--- config.mk ---
export PLATFORM = sky130hd
export DESIGN_NAME = tree_min_compare_solver
export DESIGN_NICKNAME = d
export VERILOG_FILES = /design/src/rtl/tree_min_compare_solver_pkg.sv /design/src/rtl/tree_compare_node.sv /design/src/rtl/tree_min_compare_solver.sv
export SDC_FILE = /design/constraint.sdc
export NUM_CORES = 1
export LEC_CHECK = 0
export CAP_MARGIN = 20
export CORE_ASPECT_RATIO = 1.1
export CORE_UTILIZATION = 43
export CTS_CLUSTER_SIZE = 10
export DETAILED_ROUTE_END_ITERATION = 6
export HOLD_SLACK_MARGIN = 0.03
export PLACE_DENSITY = 0.7
export SLEW_MARGIN = 20
export SYNTH_ARGS = -nofsm -noshare
export SYNTH_HDL_FRONTEND = slang
export SYNTH_SLANG_ARGS = --single-unit
--- constraint.sdc ---
create_clock -name clk -period 0.8 [get_ports clk]
set_clock_uncertainty 0.1 [all_clocks]
set_input_delay 0.16 -clock clk [delete_from_list [all_inputs] [get_ports clk]]
set_output_delay 0.16 -clock clk [all_outputs]
set_load 0.02 [all_outputs]
--- src/rtl/tree_min_compare_solver_pkg.sv ---
// -----------------------------------------------------------------------------
// tree_min_compare_solver_pkg
// Shared elaboration-time helper for the minimum-finder compare tree.
//   tree_level_width(total, level): number of nodes on a given tree level
//   when level 0 holds `total` channels. Each level halves the count and
//   rounds up, because an odd leftover node passes through to the next level.
// -----------------------------------------------------------------------------
package tree_min_compare_solver_pkg;

  function automatic int tree_level_width(input int total, input int level);
    int n;
    n = total;
    for (int k = 0; k < level; k++) begin
      n = (n + 1) / 2;
    end
    return n;
  endfunction

endpackage

--- src/rtl/tree_compare_node.sv ---
// -----------------------------------------------------------------------------
// tree_compare_node
// Combinational two-input compare node used inside the minimum tree.
// Ports:
//   valid_a, value_a  : first candidate and its qualifier
//   valid_b, value_b  : second candidate and its qualifier
//   valid_out         : set when at least one input is valid
//   value_out         : unsigned minimum of the valid inputs, 0 when none
// -----------------------------------------------------------------------------
module tree_compare_node #(
  parameter int DATA_WIDTH = 8
) (
  input  logic                  valid_a,
  input  logic [DATA_WIDTH-1:0] value_a,
  input  logic                  valid_b,
  input  logic [DATA_WIDTH-1:0] value_b,
  output logic                  valid_out,
  output logic [DATA_WIDTH-1:0] value_out
);

  // Select the smaller valid candidate. The data of an invalid input is never
  // routed to the output, so undefined bits on it cannot leak through.
  always_comb begin
    valid_out = 1'b0;
    value_out = {DATA_WIDTH{1'b0}};
    if (valid_a && valid_b) begin
      valid_out = 1'b1;
      // Ties forward value_b; equal values are interchangeable.
      if (value_a < value_b) begin
        value_out = value_a;
      end else begin
        value_out = value_b;
      end
    end else if (valid_a) begin
      valid_out = 1'b1;
      value_out = value_a;
    end else if (valid_b) begin
      valid_out = 1'b1;
      value_out = value_b;
    end else begin
      valid_out = 1'b0;
      value_out = {DATA_WIDTH{1'b0}};
    end
  end

endmodule

--- src/rtl/tree_min_compare_solver.sv ---
// -----------------------------------------------------------------------------
// tree_min_compare_solver
// Registered minimum-finder over CHANNEL_COUNT qualified channels plus an
// always-present default (ceiling) candidate. A balanced binary tree of
// tree_compare_node instances reduces the channels; a final root step
// compares against default_value and the winner is registered once.
// Ports:
//   clk           : clock, all state on the rising edge
//   reset_n       : asynchronous active-low reset, clears result to 0
//   default_value : fallback / ceiling candidate, always considered
//   values        : packed channel values, channel i at [i*DATA_WIDTH +: DATA_WIDTH]
//   valids        : bit i qualifies channel i
//   result        : registered unsigned minimum of the candidate set
// -----------------------------------------------------------------------------
module tree_min_compare_solver
  import tree_min_compare_solver_pkg::*;
#(
  parameter int DATA_WIDTH    = 8,
  parameter int CHANNEL_COUNT = 5
) (
  input  logic                                clk,
  input  logic                                reset_n,
  input  logic [DATA_WIDTH-1:0]               default_value,
  input  logic [DATA_WIDTH*CHANNEL_COUNT-1:0] values,
  input  logic [CHANNEL_COUNT-1:0]            valids,
  output logic [DATA_WIDTH-1:0]               result
);

  localparam int DEPTH = (CHANNEL_COUNT > 1) ? $clog2(CHANNEL_COUNT) : 0;

  // Per-level node storage; level l uses entries [0 : tree_level_width(l)-1],
  // the rest are tied to zero.
  logic                  lvl_valid [0:DEPTH][0:CHANNEL_COUNT-1];
  logic [DATA_WIDTH-1:0] lvl_value [0:DEPTH][0:CHANNEL_COUNT-1];

  logic                  root_valid;
  logic [DATA_WIDTH-1:0] root_value;
  logic [DATA_WIDTH-1:0] next_result;

  genvar c, l, j;

  // Level 0: channels, with invalid data masked to zero at the leaves.
  generate
    for (c = 0; c < CHANNEL_COUNT; c++) begin : g_leaf
      assign lvl_valid[0][c] = valids[c];
      assign lvl_value[0][c] = valids[c] ? values[c*DATA_WIDTH +: DATA_WIDTH]
                                         : {DATA_WIDTH{1'b0}};
    end
  endgenerate

  // Upper levels: pair adjacent nodes; an odd leftover passes through.
  generate
    for (l = 1; l <= DEPTH; l++) begin : g_level
      localparam int PREV = tree_level_width(CHANNEL_COUNT, l - 1);
      localparam int CUR  = tree_level_width(CHANNEL_COUNT, l);
      for (j = 0; j < CHANNEL_COUNT; j++) begin : g_slot
        if (j < CUR) begin : g_used
          if (2 * j + 1 < PREV) begin : g_pair
            tree_compare_node #(
              .DATA_WIDTH (DATA_WIDTH)
            ) u_node (
              .valid_a   (lvl_valid[l-1][2*j]),
              .value_a   (lvl_value[l-1][2*j]),
              .valid_b   (lvl_valid[l-1][2*j+1]),
              .value_b   (lvl_value[l-1][2*j+1]),
              .valid_out (lvl_valid[l][j]),
              .value_out (lvl_value[l][j])
            );
          end else begin : g_pass
            assign lvl_valid[l][j] = lvl_valid[l-1][2*j];
            assign lvl_value[l][j] = lvl_value[l-1][2*j];
          end
        end else begin : g_unused
          assign lvl_valid[l][j] = 1'b0;
          assign lvl_value[l][j] = {DATA_WIDTH{1'b0}};
        end
      end
    end
  endgenerate

  assign root_valid = lvl_valid[DEPTH][0];
  assign root_value = lvl_value[DEPTH][0];

  // Root step: the default acts as a ceiling that wins unless beaten strictly.
  always_comb begin
    next_result = default_value;
    if (root_valid && (root_value < default_value)) begin
      next_result = root_value;
    end else begin
      next_result = default_value;
    end
  end

  // Single output register; the only state in the block.
  always_ff @(posedge clk or negedge reset_n) begin
    if (!reset_n) begin
      result <= {DATA_WIDTH{1'b0}};
    end else begin
      result <= next_result;
    end
  end

endmodule

# [Word level (Yosys, flattened, before mapping)]
# Index checks and enable logic that the tools add are counted.
[totals] reg_bits=8 output_inout_bits=8 input_bits=55 elab_cells=45
[classes] n_reduce_logical=5 n_mux=34 order_cmp=5
[op_table] operator="8-bit 2-to-1 mux" count=22
[op_table] operator="8-bit less-than comparator" count=5
[op_table] operator="1-bit 2-to-1 mux" count=12
[op_table] operator="1-bit logical AND" count=5

# [Logic depth before layout (Yosys ltp)]
[logic_depth] ltp_word=13 depth_mapped=37 mapped_depth_nobuf=36

# [By module]
# From an unflattened synthesis, not the netlist that was laid out.
[hier_totals] cells_unflattened=356 area_unflattened_um2=2551.2
[modules_own_cells] mod="tree_compare_node" cells_per_inst=69 n_inst=4 seq_area_each_um2=0.0 area_each_um2=446.7
[modules_own_cells] mod="tree_min_compare_solver" cells_per_inst=80 n_inst=1 seq_area_each_um2=200.2 area_each_um2=764.5

# [Worst setup path before layout]
# No wires, ideal clock.
[synth_timing] path_kind="input port to flip-flop" from="in valids[2]" to="reg result[1]" setup_time_ns=0.125 path_stages=33 arrival_time_ns=7.714 setup_slack_ns=-7.139 path_buffers=1 path_cell_list="buf_4 > and2_1 > ha_1 > a21o_1 > a221oi_1 > and2_1 > a21boi_0 > nor2b_1 > a22oi_1 > ha_1 > a21oi_1 > nor2_1 > a211oi_1 > a21o_1 > and3b_2 > a21oi_1 > o21ai_1 > o311a_1 > ha_1 > a21o_1 > a21o_1 > a21o_1 > a21oi_1 > nand4b_1 > a31o_2 > a21oi_2 > o21ai_1 > a32o_1 > ha_1 > a211o_1 > a2111oi_0 > o211ai_4 > mux2_4"
[synth_between] elab_chain_cells=13 elab_cells_between_ends=27 cone_classes="order compare: 4; mux: 19; reduce/logical: 4"
[synth_rtl] item="start, declared" line="tree_min_compare_solver.sv:25" text="input logic [CHANNEL_COUNT-1:0] valids,"
[synth_rtl] item="8-bit 2-to-1 mux" line="tree_min_compare_solver.sv:46" text="assign lvl_value[0][c] = valids[c] ? values[c*DATA_WIDTH +: DATA_WIDTH]"
[synth_rtl] item="8-bit less-than comparator" line="tree_compare_node.sv:29" text="if (value_a < value_b) begin"
[synth_rtl] item="8-bit 2-to-1 mux" line="tree_compare_node.sv:29"
[synth_rtl] item="8-bit 2-to-1 mux" line="tree_compare_node.sv:26" text="if (valid_a && valid_b) begin"
[synth_rtl] item="8-bit less-than comparator or 8-bit 2-to-1 mux (tied branches)" line="tree_compare_node.sv:29, tree_compare_node.sv:37"
[synth_rtl] item="8-bit 2-to-1 mux (on tied branches)" line="tree_compare_node.sv:29, tree_compare_node.sv:34"
[synth_rtl] item="8-bit 2-to-1 mux" line="tree_compare_node.sv:26"
[synth_rtl] item="8-bit less-than comparator" line="tree_compare_node.sv:29"
[synth_rtl] item="8-bit 2-to-1 mux" line="tree_compare_node.sv:29"
[synth_rtl] item="8-bit 2-to-1 mux" line="tree_compare_node.sv:26"
[synth_rtl] item="8-bit less-than comparator" line="tree_min_compare_solver.sv:87" text="if (root_valid && (root_value < default_value)) begin"
[synth_rtl] item="1-bit logical AND" line="tree_min_compare_solver.sv:87"
[synth_rtl] item="8-bit 2-to-1 mux (*)" line="tree_min_compare_solver.sv:87"
[synth_rtl] item="named net next_result[1]" line="tree_min_compare_solver.sv:38" text="logic [DATA_WIDTH-1:0] next_result;"
[synth_rtl] item="end signal, assigned" line="tree_min_compare_solver.sv:97" text="result <= {DATA_WIDTH{1'b0}};"
[synth_rtl] item="end signal, assigned" line="tree_min_compare_solver.sv:99" text="result <= next_result;"
[synth_rtl] item="end, declared" line="tree_min_compare_solver.sv:26" text="output logic [DATA_WIDTH-1:0] result"
# The timed path passes the listed nets; every way through them passes the cells marked *.

# [Worst setup path after layout]
[layout_timing] from="in values[21]" to="reg result[7]"
[layout_between] elab_chain_cells=13 elab_cells_between_ends=17 cone_classes="order compare: 4; mux: 12; reduce/logical: 1"
[layout_rtl] item="start, declared" line="tree_min_compare_solver.sv:24" text="input logic [DATA_WIDTH*CHANNEL_COUNT-1:0] values,"
[layout_rtl] item="8-bit 2-to-1 mux (*)" line="tree_min_compare_solver.sv:46"
[layout_rtl] item="8-bit less-than comparator" line="tree_compare_node.sv:29"
[layout_rtl] item="8-bit 2-to-1 mux" line="tree_compare_node.sv:29"
[layout_rtl] item="8-bit 2-to-1 mux (*)" line="tree_compare_node.sv:26"
[layout_rtl] item="8-bit less-than comparator or 8-bit 2-to-1 mux (tied branches)" line="tree_compare_node.sv:29, tree_compare_node.sv:37"
[layout_rtl] item="8-bit 2-to-1 mux (on tied branches)" line="tree_compare_node.sv:29, tree_compare_node.sv:34"
[layout_rtl] item="8-bit 2-to-1 mux (*)" line="tree_compare_node.sv:26"
[layout_rtl] item="8-bit less-than comparator" line="tree_compare_node.sv:29"
[layout_rtl] item="8-bit 2-to-1 mux" line="tree_compare_node.sv:29"
[layout_rtl] item="8-bit 2-to-1 mux (*)" line="tree_compare_node.sv:26"
[layout_rtl] item="8-bit less-than comparator" line="tree_min_compare_solver.sv:87"
[layout_rtl] item="1-bit logical AND" line="tree_min_compare_solver.sv:87"
[layout_rtl] item="8-bit 2-to-1 mux (*)" line="tree_min_compare_solver.sv:87"
[layout_rtl] item="named net next_result[7]" line="tree_min_compare_solver.sv:38"
# Marks and branches as above.

==> flow_summary.ini <==
[outcome]
status = finished with violations
violations = setup timing

[worst_hold_path]
hp-class = in2async

[drt]
finalWirelength_um = 10130
ant_nets = 0
dr_wl_met2_um = 5024
via_per_inst = 6.047
drtPass1Iterations = 5
routedWlPerCell_um = 19.91
top_layer_used = met4
met1_length_um = 3999
num_vias = 3078
drc = 0
drt_iter0_drc = 219
wl_met3_um = 571

[power]
switching_share_pct = 41.21
p_comb_share_pct = 85.1
clkPwrFrac_pct = 6.0
power.density_mw_per_mm2 = 1920
p_int_mw = 4.780
peakVddDrop_mv = 1.325
total_power_mw = 8.131
seq_power_share_pct = 8.9
leakage_nw = 1.984
p_sw_mw = 3.351

[global_route]
grt_max_degree = 11
grt_pass1_wl_um = 13090
antenna_found_initial = 0
grtUsageTotal_pct = 33.35
grt_pass1_vias = 2907
overflow = 0

[worst_setup_path]
cpMostUsedCell = a21o_1
crit_required_ns = 0.81
worst-setup-path-type = in2reg
critPathCaptureType = register
cp_data_arrival_time_ns = 7.13
crit_slowest_cell = a2111oi_4
worst_setup_path_start_kind = input pin
cp_max_fo = 8
max_stage_delay_ns = 0.39

[finish]
multi_input_area_mm2 = 0.002262
top_register = result
areaGrowthSynthToFinish_pct = 99.94
drive_above_1_share_pct = 54.30
fillCellCount = 199
reg_top3 = result: 8 flops
diodes = 0
final_core_util_pct = 90.41
num-nets-final = 542
seq_area_um2 = 200.2
largest_register_ffs = 8

[clock_tree]
cts_hold_buf = 0
clock_path_buffers = 2
clkTransAtPathRegs_ns = 0.04
htree_num_levels = 1
tritoncts = done
clock_sinks = 8
cts_root_buffer = clkbuf_8
cts_inserted_buffers = 3

[timing]
period_minus_slack_ns = 7.122
slew_headroom_pct = 75.58
setup_ws_ns = -6.322
min_period_over_period_pct = 890.3
setup_viol = 16
drv_slew = 0
rsz0062_at_grt = true
tns_ns = -52.04
final_hold_viol_count = 0
worst_pin_slew_ns = 0.3646
fmax_mhz = 140.4

[synth]
synthArstFlopShare_pct = 100.0
synth_xor_area_share_pct = 0
ys_types = 61
seq_area_frac_synth_pct = 9.451
synthAdderAreaFrac_pct = 18.90
synthCells = 264
yosys.area_share.simple_pct = 23.74
ys_ff_latch = 8
synthFlopType = dfrtp_1
synth-edff-count = 0
syn-num-nets = 351
synthMuxAreaShare_pct = 5.434
synth.cell_area_mm2 = 0.002118
synth_compound_area_share_pct = 37.45
ys_warn_count = 0
syn_avg_cell_area_um2 = 8.024
synth_top_family_by_area = compound AO/OA/AOI/OAI gates

[placed_design]
post-place-ws_ns = -6.910
io_buffers = 62
globalplace.congestion = 1.001
hpwlAfterDp_um = 6016

[floorplanning]
rows = 26
io-pin-count = 63
die-width_um = 68.92
core_area_mm2 = 0.004684
die_y_um = 75.61
start_util_pct = 45.22
dieArea_mm2 = 0.005211

[run]
maxCapViolCount = 0
[cell type report]
class / instances / share of cell area, %
multi-input cells: 231 / 53.41
repair buffers: 192 / 37.55
flip-flops and latches: 8 / 4.727
inverters: 19 / 1.684
well taps: 56 / 1.654
clock buffers: 3 / 0.9749
[metrics by stage]
stage / hold WS [ns] / area [µm²] / std cells
floorplan: -0.2356 / 2268 / 264
global placement: 0.3451 / 3672 / 477
detailed placement: 0.3515 / 3672 / 477
CTS: 0.1219 / 3991 / 497
global route: 0.1530 / 4235 / 509
finish: 0.1090 / 4235 / 509
[worst max-delay path by stage]
stage / from / end / slack [ns] / depth (start not counted)
2_1_floorplan: valids[2] / result[1] / -6.06 / 35
3_3_place_gp: valids[3] / result[5] / -6.78 / 36
3_5_place_dp: valids[3] / result[5] / -6.91 / 36
4_1_cts: valids[2] / result[4] / -6.14 / 36
5_1_grt: values[21] / result[3] / -6.62 / 36
6_report: values[21] / result[7] / -6.32 / 36
[cell usage in the layout, fill, tap and decap left out, types with 4 or more instances in the layout]
master	n
a21oi_2	4
a21oi_1	7
buf_4	124
nand2_2	7
clkdlybuf4s50_1	27
a32o_2	4
and2_4	9
nor2_1	8
inv_1	19
ha_4	14
clkbuf_2	4
and2_1	12
dfrtp_1	8
ha_1	16
o21ai_2	4
buf_2	5
a22o_1	6
dlygate4sd2_1	12
nand2_1	32
mux2_4	7
buf_6	14
o21ai_0	5
a22oi_2	4
nand3_1	9
a21o_1	8
[worst max-delay path, delay by kind of cell]
| family | cells | cell delay (ns) |
|---|---|---|
| buf+inv | 6 | 0.70 |
| simple gates | 5 | 0.84 |
| fa+ha+maj | 4 | 1.11 |
| compound gates | 20 | 3.99 |
| mux | 1 | 0.29 |
[layer usage]
metal  vias to the layer above  global-route usage [%]
met5                         -                       0
met4                         0                   15.87
met3                        54                   4.192
met2                       162                   60.95
met1                      1471                   37.63
li1                       1391                       -
[cell families after synthesis]
family	Yosys count
simple gates	96
fa+ha+maj	32
buf+inv	25
flops	8
compound gates	95
mux	8
[cell usage after synthesis, types with 2 or more instances]
cell type	count	area (µm²)
inv_1	19	71.32
and2_1	20	125.1
a22o_1	8	70.07
nor2b_1	3	18.77
nand4_1	3	18.77
a32o_1	5	50.05
a21oi_1	13	65.06
nand2_1	39	146.4
a31o_1	2	17.52
a31o_2	2	17.52
a21o_1	8	60.06
nand2b_1	3	18.77
mux2_4	7	105.1
nand3_1	9	45.04
o21ba_2	2	20.02
dfrtp_1	8	200.2
o221ai_1	2	17.52
a211oi_1	3	22.52
a31oi_1	4	25.02
o21ai_1	2	10.01
o21a_1	2	15.01
o2bb2ai_1	4	35.03
o21ai_0	9	45.04
nor2_1	10	37.54
ha_1	32	400.4
clkbuf_1	3	11.26
a211oi_2	2	25.02
a22oi_1	7	52.55
[what timing repair did]
| item | in CTS | in global routing |
|---|---|---|
| setup endpoints to repair | 16 | 16 |
| pin swaps | 56 | 45 |
| gates resized for setup | 148 | 32 |
| setup buffers | 17 | 12 |
[power groups by stage]
stage / Sequential [mW] / Combinational [mW] / Clock (mW)
floorplan: 0.934 / 2.71 / 0
global placement: 0.661 / 5.20 / 0
detailed placement: 0.664 / 5.30 / 0
CTS: 0.717 / 5.88 / 0.499
global route: 0.749 / 7.31 / 0.512
finish: 0.725 / 6.92 / 0.487
Note: power is estimated with default switching activity, not from simulation.
